File: src/rtl/traffic_request_scheduler_if.sv
// traffic_request_scheduler_if: intersection inputs, controller light feedback and request outputs.
// Rev 1.0
`default_nettype none

interface traffic_request_scheduler_if;
  logic       sense_ns;
  logic       sense_ew;
  logic       ped_btn;
  logic [2:0] light_ns;
  logic [2:0] light_ew;
  logic [1:0] light_ped;
  logic       car_ns;
  logic       car_ew;
  logic       ped;
  logic       ped_wait;
  logic       forced;

  modport master (
    output sense_ns, sense_ew, ped_btn, light_ns, light_ew, light_ped,
    input  car_ns, car_ew, ped, ped_wait, forced
  );

  modport slave (
    input  sense_ns, sense_ew, ped_btn, light_ns, light_ew, light_ped,
    output car_ns, car_ew, ped, ped_wait, forced
  );
endinterface

`default_nettype wire

File: src/rtl/traffic_request_scheduler.sv
// traffic_request_scheduler: qualifies car sensors and ped button into held requests for the light controller.
// Rev 1.0
`default_nettype none

module traffic_request_scheduler #(
  parameter int DEBOUNCE   = 4,
  parameter int PED_PERIOD = 4
) (
  input  logic                         clk,
  input  logic                         rst_n,
  traffic_request_scheduler_if.slave   bus
);

  localparam int         N_DIR     = 2;
  localparam logic [2:0] GREEN     = 3'b100;
  localparam logic [1:0] WALK      = 2'b11;
  localparam logic [3:0] DB_LAST   = 4'(DEBOUNCE - 1);
  localparam bit         DB_SINGLE = (DEBOUNCE == 1);
  localparam logic [2:0] PED_MAX   = 3'(PED_PERIOD);

  typedef enum logic [1:0] {
    C_IDLE = 2'd0,
    C_QUAL = 2'd1,
    C_PEND = 2'd2,
    C_SERV = 2'd3
  } car_state_t;

  typedef enum logic [1:0] {
    P_IDLE = 2'd0,
    P_PEND = 2'd1,
    P_SERV = 2'd2
  } ped_state_t;

  logic [N_DIR-1:0] sense_raw;
  logic [N_DIR-1:0] car_green;
  logic [N_DIR-1:0] car_s1;
  logic [N_DIR-1:0] car_s2;
  logic [N_DIR-1:0] car_req;
  logic             btn_s1;
  logic             btn_s2;
  logic             btn_s3;
  logic             press;
  logic             walk;
  logic             green_any;
  logic             g_prev;
  logic [2:0]       green_cnt;
  logic             at_limit;
  ped_state_t       ped_state;
  ped_state_t       ped_state_nxt;

  assign sense_raw = {bus.sense_ew, bus.sense_ns};
  assign car_green = {bus.light_ew == GREEN, bus.light_ns == GREEN};
  assign green_any = |car_green;
  assign walk      = (bus.light_ped == WALK);
  assign press     = btn_s2 & ~btn_s3;

  always_ff @(posedge clk or negedge rst_n) begin
    if (!rst_n) begin
      car_s1 <= '0;
      car_s2 <= '0;
      btn_s1 <= 1'b0;
      btn_s2 <= 1'b0;
      btn_s3 <= 1'b0;
    end else begin
      car_s1 <= sense_raw;
      car_s2 <= car_s1;
      btn_s1 <= bus.ped_btn;
      btn_s2 <= btn_s1;
      btn_s3 <= btn_s2;
    end
  end

  generate
    for (genvar d = 0; d < N_DIR; d++) begin : g_car
      car_state_t state;
      car_state_t state_nxt;
      logic [3:0] cnt;
      logic [3:0] cnt_nxt;

      always_ff @(posedge clk or negedge rst_n) begin
        if (!rst_n) begin
          state <= C_IDLE;
          cnt   <= 4'd0;
        end else begin
          state <= state_nxt;
          cnt   <= cnt_nxt;
        end
      end

      // cnt holds the number of high samples already seen; the current one completes the run.
      always_comb begin
        state_nxt = state;
        cnt_nxt   = cnt;
        case (state)
          C_IDLE: begin
            if (car_s2[d]) begin
              if (DB_SINGLE) begin
                state_nxt = C_PEND;
              end else begin
                state_nxt = C_QUAL;
                cnt_nxt   = 4'd1;
              end
            end
          end
          C_QUAL: begin
            if (!car_s2[d]) begin
              state_nxt = C_IDLE;
              cnt_nxt   = 4'd0;
            end else if (cnt == DB_LAST) begin
              state_nxt = C_PEND;
              cnt_nxt   = 4'd0;
            end else begin
              cnt_nxt = cnt + 4'd1;
            end
          end
          C_PEND: begin
            if (car_green[d]) state_nxt = C_SERV;
          end
          C_SERV: begin
            if (!car_green[d]) state_nxt = C_IDLE;
          end
          default: begin
            state_nxt = C_IDLE;
            cnt_nxt   = 4'd0;
          end
        endcase
      end

      assign car_req[d] = (state == C_PEND);
    end
  endgenerate

  always_ff @(posedge clk or negedge rst_n) begin
    if (!rst_n) ped_state <= P_IDLE;
    else        ped_state <= ped_state_nxt;
  end

  always_comb begin
    ped_state_nxt = ped_state;
    case (ped_state)
      P_IDLE: if (press) ped_state_nxt = P_PEND;
      P_PEND: if (walk)  ped_state_nxt = P_SERV;
      P_SERV: if (!walk) ped_state_nxt = press ? P_PEND : P_IDLE;
      default:           ped_state_nxt = P_IDLE;
    endcase
  end

  // A walk phase always resets the starvation count, even on the edge a new green starts.
  always_ff @(posedge clk or negedge rst_n) begin
    if (!rst_n) begin
      g_prev    <= 1'b0;
      green_cnt <= 3'd0;
    end else begin
      g_prev <= green_any;
      if (walk)
        green_cnt <= 3'd0;
      else if (green_any && !g_prev && green_cnt != PED_MAX)
        green_cnt <= green_cnt + 3'd1;
    end
  end

  assign at_limit     = (green_cnt == PED_MAX);
  assign bus.car_ns   = car_req[0];
  assign bus.car_ew   = car_req[1];
  assign bus.ped_wait = (ped_state == P_PEND);
  assign bus.ped      = (ped_state == P_PEND) | at_limit;
  assign bus.forced   = at_limit & (ped_state != P_PEND);

endmodule

`default_nettype wire
File: src/flat_wrapper.sv
// flat-port wrapper written by rule: the top's interface ports become plain ports
module traffic_request_scheduler_flat 
#(
  parameter int DEBOUNCE   = 4,
  parameter int PED_PERIOD = 4
)
  (clk, rst_n, bus_sense_ns, bus_sense_ew, bus_ped_btn, bus_light_ns, bus_light_ew, bus_light_ped, bus_car_ns, bus_car_ew, bus_ped, bus_ped_wait, bus_forced);
  traffic_request_scheduler_if bus_i ();
  input  logic clk;
  input  logic rst_n;
  input wire logic [$bits(bus_i.sense_ns)-1:0] bus_sense_ns;
  input wire logic [$bits(bus_i.sense_ew)-1:0] bus_sense_ew;
  input wire logic [$bits(bus_i.ped_btn)-1:0] bus_ped_btn;
  input wire logic [$bits(bus_i.light_ns)-1:0] bus_light_ns;
  input wire logic [$bits(bus_i.light_ew)-1:0] bus_light_ew;
  input wire logic [$bits(bus_i.light_ped)-1:0] bus_light_ped;
  output wire logic [$bits(bus_i.car_ns)-1:0] bus_car_ns;
  output wire logic [$bits(bus_i.car_ew)-1:0] bus_car_ew;
  output wire logic [$bits(bus_i.ped)-1:0] bus_ped;
  output wire logic [$bits(bus_i.ped_wait)-1:0] bus_ped_wait;
  output wire logic [$bits(bus_i.forced)-1:0] bus_forced;
  assign bus_i.sense_ns = bus_sense_ns;
  assign bus_i.sense_ew = bus_sense_ew;
  assign bus_i.ped_btn = bus_ped_btn;
  assign bus_i.light_ns = bus_light_ns;
  assign bus_i.light_ew = bus_light_ew;
  assign bus_i.light_ped = bus_light_ped;
  assign bus_car_ns = bus_i.car_ns;
  assign bus_car_ew = bus_i.car_ew;
  assign bus_ped = bus_i.ped;
  assign bus_ped_wait = bus_i.ped_wait;
  assign bus_forced = bus_i.forced;
  traffic_request_scheduler #(.DEBOUNCE(DEBOUNCE), .PED_PERIOD(PED_PERIOD)) u_core (.clk(clk), .rst_n(rst_n), .bus(bus_i));
endmodule
File: config.mk
export PLATFORM = sky130hd
export DESIGN_NAME = traffic_request_scheduler_flat
export DESIGN_NICKNAME = d
export VERILOG_FILES = /design/src/rtl/traffic_request_scheduler_if.sv /design/src/rtl/traffic_request_scheduler.sv /design/src/flat_wrapper.sv
export SDC_FILE = /design/constraint.sdc
export NUM_CORES = 1
export LEC_CHECK = 0
export CAP_MARGIN = 10
export CORE_ASPECT_RATIO = 1.5
export CORE_MARGIN = 5
export CORE_UTILIZATION = 39
export CTS_BUF_LIST = sky130_fd_sc_hd__clkbuf_4 sky130_fd_sc_hd__clkbuf_8
export DETAILED_ROUTE_END_ITERATION = 8
export SYNTH_ARGS = -nofsm -noshare
export SYNTH_HDL_FRONTEND = slang
export SYNTH_SLANG_ARGS = --single-unit
File: constraint.sdc
create_clock -name clk -period 3.6 [get_ports clk]
set_input_delay 1.08 -clock clk [delete_from_list [all_inputs] [get_ports clk]]
set_output_delay 1.08 -clock clk [all_outputs]
set_load 0.005 [all_outputs]
# == After elaboration in Yosys (flattened, before gate mapping) ==
# Index checks and enable logic that the tools add are counted.
# word_totals
regBits,25
out_inout_bits,5
# op_classes
addsub,3
eq_ne,27
n_mux,27
bitwise_logic,4
reduce_logical,15
# op_table
operator,n
2-bit two-way mux,13
4-bit two-way mux,6
2-bit case mux with 4 select lines,2
4-bit case mux with 2 select lines,2
"2-bit by 1-bit inequality test with 1-bit output, second input constant",7
"2-bit == test, second input constant",6
"3-bit == test, second input constant",3
"3-bit inequality test, second input constant",3
"4-bit by 1-bit adder with 4-bit output, second input constant",2
"4-bit by 2-bit == test with 1-bit output, second input constant",2
4-bit AND reduction,2
"2-bit by 1-bit == test with 1-bit output, second input constant",3
2-bit logical NOT,3
3-bit two-way mux,2
"2-bit inequality test, second input constant",3
2-bit case mux with 3 select lines,1
2-bit nonzero test,3
2-bit AND reduction,2
"3-bit by 1-bit adder with 3-bit output, second input constant",1
3-bit AND reduction,1
1-bit AND,2
1-bit logical AND,2
2-bit OR reduction,1
1-bit logical NOT,1
3 further kinds,3

# == Logic depth before layout (Yosys ltp) ==
# Gate-level depths: netlist of run 1.
# depth
depth_word,6
ltp_mapped,4
depth_no_buf,4

# == Worst setup path after synthesis of run 1 ==
# OpenSTA, ideal clock, no wires.
# synth_timing
kind,input to register
from,input bus_light_ns[1]
to,register u_core.green_cnt[0]
setup_ns,0.079
arrival_time_ns,1.986
slack_ns,1.535
cell_stages,3
cell_sequence,or3b_4 -> a221oi_4 -> mux2i_1
# synth_between
elab_chain_len,5
# synth_lines
element,line_no,text
"start, declared",flat_wrapper.sv:14,input wire logic [$bits(bus_i.light_ns)-1:0] bus_light_ns;
3-bit == test,traffic_request_scheduler.sv:52,"assign car_green = {bus.light_ew == GREEN, bus.light_ns == GREEN};"
2-bit OR reduction,traffic_request_scheduler.sv:53,assign green_any = |car_green;
1-bit logical AND (2 in series),traffic_request_scheduler.sv:157,else if (green_any && !g_prev && green_cnt != PED_MAX)
2-bit nonzero test (no line),--,
"end signal, assigned",traffic_request_scheduler.sv:158,green_cnt <= green_cnt + 3'd1;
"end, declared",traffic_request_scheduler.sv:46,logic [2:0] green_cnt;
# No other way between the ends.
# A chain may end at the register's enable or synchronous reset.

# == Worst setup path after layout of run 1 ==
# layout_timing
from,register u_core.green_cnt[0]
to,output bus_forced
# layout_between
elab_chain_len,2
# layout_lines
element,line_no,text
3-bit == test,traffic_request_scheduler.sv:162,assign at_limit = (green_cnt == PED_MAX);
1-bit AND,traffic_request_scheduler.sv:167,assign bus.forced = at_limit & (ped_state != P_PEND);
"end, declared",flat_wrapper.sv:21,output wire logic [$bits(bus_i.forced)-1:0] bus_forced;
# No other way between the ends.

==> run summary, run 1 <==
Across all layers, the routed design uses 869 vias. The post-synthesis to final-layout area growth is 22.7%, and the total wirelength of the detailed-routed design is 2.11 mm. Capture point of the critical path: bus_forced.

The critical path is of the reg2out type. The share of synthesized registers carrying an async set or reset works out to 100%. The clock transition time at the flip-flop clock pins of the worst setup and hold paths was 0.08 ns. Summing every instance area after synthesis gives 1180 sq um.

The synthesis-stage register bit count is 25. The worst setup path is launched from a flip-flop. Measured along the y axis, the die boundary spans 77.3 um. The setup slack of the worst register-to-register path was 2.25 ns; the H-tree level count was 1. The first TritonRoute pass finished after 4 iterations. The flow ran to the end, and the final reports show no timing, DRC or antenna violations. The tools report the reg-to-reg startpoint as u_core.green_cnt[0]. Registers are responsible for 50.9% of the overall power. During placement, the flow inserted port buffers numbering 17. For the net count after synthesis, the log shows 127. The die covers 4240 sq um.

Initial core utilization: 40.4%. In this run, the combinational gates consume 27.5% of the power. VDD sags by at most 269 uV.

The die width works out to 54.9 um. Once the clock tree was built, the setup fixing pass inserted 0 buffers. Power spread over the standard cell area amounts to 537 nW/um^2. The initial antenna violation count was 0; the depth of the worst register-to-register path was 4. The logs give 21.6% for the part of the power in the clock network and 49.6% for the share of the core filled with cells. Setup violations remaining at the end of the flow were counted as 0. The ratio of cells with drive above 1 in the final layout was 6.92%; the number of buffers inserted for hold repair after clock tree synthesis was 0. Yosys printed 0 warnings. The run gives 0 ns as the setup TNS.

Number of distinct library cells after synthesis: 23. The required time reported for the critical path endpoint is 2.52 ns. For the pin with the worst max-slew slack, the measured transition is 0.320 ns.

After the last flow step, the layout net total stands at 148. At the end of routability-driven placement, the weighted congestion stood at 0.797. The reported max-cap violation count is 0, and the remaining antenna violation count is 0. The first global-routing pass estimated 3.91 mm of wire.

The run gives 0.622 nW as the static leakage power. Using the TritonRoute via totals, the vias-per-cell ratio works out to 5.14. The number of enable-type register cells in the synthesized netlist was 0; the post-route total power was 776 uW. Post-CTS repair changed the size of 0 cells. The total area inside the core boundary comes to 2910 sq um. The logs give 534 uW for the internal power of the cells and 110 for the synthesized instance count. The net switching power of the design came out at 242 uW. Class of the worst hold path: reg2reg. The fill cell instance count of the final layout was 282. The final hold violation count came out at 0. The first routing iteration left 9 violations.

Net switching is 31.1% of the power. TritonCTS created 3 clock buffers. The number of global-route vias before repair came out at 916.

The average cell area after synthesis was 10.7 sq um; the worst hold slack after final layout was 0.354 ns. The worst setup path is captured at a primary output. Timing would allow up to 0.359 GHz.

Main flop type after synthesis: dfrtp_1. Across every metal layer, demand over resource in global routing totals 12.2%. After synthesis, the largest area contributor takes up 53.1% of total cell area. For this run, design rule violations remaining after detail routing come to 0. The repair_antennas step left the layout with diodes totalling 0.

The tools report the final number of max-transition violations as 0. Clock tree synthesis found a total of 25 sinks. TritonCTS built the clock tree. Portion of the clock cycle consumed by the worst path in the final layout: 77.3%. At the later pin of the worst-skew pair, clock insertion delay measures 0.26 ns.

The data arrival time at the worst-slack endpoint came out at 1.70 ns. Yosys attributes the largest share of cell area to dfrtp_1 53%, mux2i_1 6.0%, nand2_1 5.7%. For the number of I/O pins, the log shows 18. For this run, the register share of the synthesized area comes to 53.1%. Subtracting the final worst setup slack from the clock period gives 2.78 ns. Summed over all nets, the half-perimeter wirelength after detailed placement is 1.60 mm.

The top cell types in the final layout, fill and taps aside, are 25 x dfrtp_1, 18 x nand2_1, 17 x clkdlybuf4s50_1. The final clock skew was 0.000651 ns; the count of standard-cell rows was 24. The source of the critical timing path is u_core.green_cnt[0]. The buffer levels on the longest clock path is 2. The startpoint of the lowest-slack hold path is u_core.car_s1[1].

Of all nets on the critical path, the largest fanout is 3. Of all cell types, the one taking the most synthesized area is dfrtp_1. The tools report the critical register-to-register path endpoint as u_core.green_cnt[0]. The worst pin sits at a relative slew slack of 78.4%.

Entering global routing, the biggest net connects 26 pins. In the final routed layout, each cell accounts on average for 12.5 um. The tree is rooted in a clkbuf_8. The most common cell after layout, fill and taps aside was dfrtp_1. Global routing finished with a remaining overflow of 0.

Setup repair after global routing left no endpoint under its margin.
## layer usage
layer  part of all wire (%)  global-route usage, %  vias up  routed length [um]
met5                      0                      0        -                   0
met4                    1.1                   6.73        0                  23
met3                    3.5                   2.33        2                  74
met2                     51                   19.2       13                1070
met1                     45                   14.9      430                 942
li1                       -                      -      424                   -
## cell families after synthesis
family | count (synthesis) | synth area share [%]
buffers and inverters | 9 | 2.87
adders and majority gates | 4 | 4.25
muxes | 7 | 5.95
AOI/OAI and AO/OA | 22 | 14.3
and+or+nand+nor | 43 | 19.4
DFF | 25 | 53.1
## sequential cells by signal (all words and copies together) (netlist names), named ones only
name,count
u_core.car_s2,2
u_core.ped_state,2
u_core.g_car.state,2
u_core.g_prev,1
u_core.btn_s2,1
u_core.g_car.cnt,8
u_core.green_cnt,3
u_core.btn_s1,1
u_core.btn_s3,1
u_core.car_s1,2
## cell usage after synthesis, types with 2 or more instances
| library cell | number |
|---|---|
| nor2b_1 | 4 |
| inv_1 | 7 |
| ha_1 | 4 |
| mux2i_1 | 7 |
| nor2_1 | 5 |
| o21bai_1 | 2 |
| nor4bb_1 | 2 |
| o21ai_1 | 2 |
| dfrtp_1 | 25 |
| o32a_1 | 2 |
| or3b_4 | 2 |
| o21ai_0 | 5 |
| nand3_1 | 3 |
| nand2b_1 | 6 |
| clkbuf_1 | 2 |
| a21oi_1 | 3 |
| o41ai_1 | 2 |
| a31oi_1 | 4 |
| nor3b_1 | 2 |
| nand2_1 | 18 |
## critical path, cell delays in order, from the launching register on
cell,delay (ns)
dfrtp_1,0.41
inv_1,0.08
ha_1,0.25
nand2_1,0.09
nor2_1,0.10
clkdlybuf4s50_1,0.51
## power groups by stage
stage / clock [mW] / combinational, mW / sequential (mW)
after floorplan: 0 / 0.162 / 0.370
after global placement: 0 / 0.208 / 0.398
after detailed placement: 0 / 0.215 / 0.400
after CTS: 0.180 / 0.217 / 0.395
after global routing: 0.187 / 0.247 / 0.404
final: 0.167 / 0.213 / 0.395
## cell type report
type                       count  area (sq um)  area share [%]
clock buffer                   4          48.8            3.38
sequential                    25           626            43.3
multi-input combinational     76           518            35.8
timing repair buffer          18           178            12.3
inverter                       7          26.3            1.82
tap                           39          48.8            3.38
## worst min path at each step
stage,end,slack [ns],depth (start not counted)
after floorplan,u_core.btn_s2,0.33,0
after global placement,u_core.car_s2[0],0.33,0
after detailed placement,u_core.car_s2[0],0.34,0
after CTS,u_core.car_s2[0],0.36,0
after global routing,u_core.car_s2[1],0.37,0
final,u_core.car_s2[1],0.35,0
## per-stage QoR
| step | instance area [sq um] | setup WS [ns] | std cells |
|---|---|---|---|
| floorplan | 1180 | 1.53 | 110 |
| global placement | 1400 | 1.07 | 165 |
| global route | 1450 | 0.703 | 169 |
| detailed placement | 1400 | 1.00 | 165 |
| finish | 1450 | 0.817 | 169 |
| CTS | 1450 | 0.795 | 169 |
No activity file was read; power rests on OpenSTA's default activity.
==> run 2, diff against run 1 <==
==> constraint.sdc (replaced) <==
create_clock -name clk -period 2.7 [get_ports clk]
set_input_delay 0.81 -clock clk [delete_from_list [all_inputs] [get_ports clk]]
set_output_delay 0.81 -clock clk [all_outputs]
set_load 0.005 [all_outputs]
==> results of run 2 <==
The final DEF is identical to that of run 1. Status: finished, final reports clean.
Main changes from that run: setup slack after placement 1.00 ns -> 0.370 ns; setup slack after layout 0.817 ns -> 0.187 ns; register-to-register setup slack 2.25 ns -> 1.35 ns; total power 0.776 mW -> 1.03 mW; worst IR drop on VDD 269 uV -> 359 uV
==> run 3, diff against run 2 <==
--- a/config.mk
+++ b/config.mk
@@ -11,6 +11,8 @@
 export CORE_UTILIZATION = 39
 export CTS_BUF_LIST = sky130_fd_sc_hd__clkbuf_4 sky130_fd_sc_hd__clkbuf_8
 export DETAILED_ROUTE_END_ITERATION = 8
+export GPL_TIMING_DRIVEN = 0
+export PLACE_DENSITY = 0.6
 export SYNTH_ARGS = -nofsm -noshare
 export SYNTH_HDL_FRONTEND = slang
 export SYNTH_SLANG_ARGS = --single-unit
==> run summary, run 3 (synthesized netlist as in run 1, its figures left out) <==
The post-synthesis to final-layout area growth was 25.1%; the setup TNS was 0 ns. The clock transition time at the flip-flop clock pins of the worst setup and hold paths is 0.08 ns. The clock latency on the worst-skew pair is 0.26 ns. Largest incremental delay on the critical path: 0.50 ns. No sink is reached through more buffers than the 2 on the longest clock path. Summing over every cut layer, the via total after detailed routing is 859. Height of the chip: 77.3 um. The pre-antenna-repair detailed-routing pass consisted of 4 iterations.

The library cell used most frequently in the layout, excluding fill and tap cells, is dfrtp_1. The detail route stage leaves a number of antenna-violating nets equal to 0. Global routing consumed, on the met3 layer, 2.71% of the routing resources.

The initialized floorplan defines 24 standard-cell rows. Data on the critical path is required at its endpoint by 1.89 ns. The busiest metal layer after global routing is met2.

Along the worst path, the maximum fanout reaches 3. Across the run, the number of max-cap violations was 0. The initial antenna violation count was 0. After detailed routing, the average wire length per cell comes to 12.2 um. The register with the most flip-flops in the layout has 8 of them.

After global routing the overflow that remains totals 0. For the worst setup path, the data arrival time is 1.71 ns. For the worst setup slack before clock tree synthesis, the log shows 0.360 ns. The largest registers in the layout are u_core.g_car.cnt x8, u_core.green_cnt x3. The tools report the final worst setup slack as 0.184 ns. Cells fill 50.6% of the core in the end. Worst voltage drop across the vdd grid: 394 uV. The number of setup buffers added after CTS is 0. The final layout contains 150 nets. In the layout the commonest cells are 25 x dfrtp_1, 18 x nand2_1, 17 x clkdlybuf4s50_1. TritonCTS built the clock tree. The area of the die came out at 4240 sq um. The clock sink count was 25. The maximum operating frequency is 0.397 GHz. The portion of the clock cycle consumed by the worst path in the final layout came out at 93.2%. The repair_antennas step left the layout with diodes totalling 0.

Setup repair after global routing left no endpoint under its margin. The tools report the initial core utilization as 40.4%. The tools report the final number of max-transition violations as 0. The number of placed instances with taps included is 166, and the met1 layer usage reported by global route is 15.4%. Dividing total power by cell area gives a power density of 707 nW/um^2. Global routing used 11.9% of the available tracks. The register with the most flip-flops in the final layout is u_core.g_car.cnt. The flow ran to the end, and the final reports show no timing, DRC or antenna violations.

The path class of the tightest hold or removal check is reg2reg. The critical path in this run is classified as reg2out. Buffers inserted during clock tree synthesis total 3. Entering global routing, the biggest net connects 26 pins. The logs give 0 for the final hold violation count and 18.0% for the met2 track utilization from global routing.

STA classifies the critical path startpoint as a flip-flop. The ratio of cells with drive above 1 in the final layout is 6.82%, and the half-perimeter wire length of the detailed placement result is 1.55 mm. The static leakage power is 0.632 nW, and the count of port buffers added during placement is 17.

Worst-case headroom to the max-slew limit: 67.0%. The cell sitting at the root of the clock tree is a clkbuf_8. The total area inside the core boundary comes to 2910 sq um. Routability-driven placement finished with a final weighted congestion of 0.775. After the flow finishes, the layout carries non-filler instances totaling 171. Setup violations remaining at the end of the flow were counted as 0.

The die width was 54.9 um; the actual transition at the worst max-transition pin was 0.493 ns. Total wirelength of the detailed-routed design: 2.08 mm. For the finished layout, the period the worst path requires is 2.52 ns. The slowest cell on the critical path was clkdlybuf4s50_1.

The clock arrives with 0.000575 ns of skew. For this run, design rule violations remaining after detail routing come to 0. Using the TritonRoute via totals, the vias-per-cell ratio works out to 5.02.

The element type at the critical path end was a primary output. Walking the worst path, the cells encountered are inv_1, ha_1, nand2_1, nor2_1, clkdlybuf4s50_1. The run gives 11 as the DRC marker count from the first detailed-route iteration.

The number of I/O pins is 18, and the number of instances resized during post-cts repair is 0. The H-tree level count came out at 1. Buffers inserted to repair hold after CTS numbered 0. The global-route wire length before repair was 3.80 mm. The run gives 864 as the number of global-route vias before repair.
run 3: path summary, 6_finish.rpt:
check                                    start                  endpoint  slack (ns)  cells after the start
min in group asynchronous                rst_n    u_core.g_car[1].cnt[1]        0.87                      1
min reg2reg                   u_core.car_s1[0]          u_core.car_s2[0]        0.36                      0
min                           u_core.car_s1[0]          u_core.car_s2[0]        0.36                      0
max reg2reg                u_core.green_cnt[0]       u_core.green_cnt[1]        1.34                      4
max in group asynchronous                rst_n  u_core.g_car[0].state[0]        1.38                      2
max                        u_core.green_cnt[0]                bus_forced        0.18                      5
run 3: final cells by class:
| cell class | count | area (sq um) |
|---|---|---|
| clock buffers | 4 | 48.8 |
| multi-input cells | 76 | 518 |
| flip-flops and latches | 25 | 626 |
| plain buffers | 2 | 7.51 |
| inverters | 7 | 26.3 |
| repair buffers | 18 | 198 |
| fillers | 260 | 1440 |
| well taps | 39 | 48.8 |
run 3: layer usage:
metal / wire length [um] / up-vias
met1: 910 / 411
met3: 74 / 4
met2: 1060 / 17
met4: 34 / 0
met5: 0 / -
li1: - / 427
run 3: worst max-delay path: cells and delay by family, from the launching register on:
kind                     cells  cell delay, ns
flip-flops                   1            0.41
AND/OR/NAND/NOR              2            0.19
buffers and inverters        2            0.58
adder cells (fa/ha/maj)      1            0.26
run 3: metrics by stage:
stage	instance area [sq um]	total power [mW]	hold slack (ns)
3_3_place_gp	1400	0.813	0.333
4_1_cts	1450	1.05	0.365
2_1_floorplan	1180	0.710	0.331
5_1_grt	1470	1.13	0.372
3_5_place_dp	1400	0.821	0.345
6_report	1470	1.04	0.362
run 3: where the power goes:
part	internal, mW	total, mW	switching, mW
clock network	0.115	0.227	0.112
logic	0.161	0.315	0.153
registers	0.441	0.500	0.0582
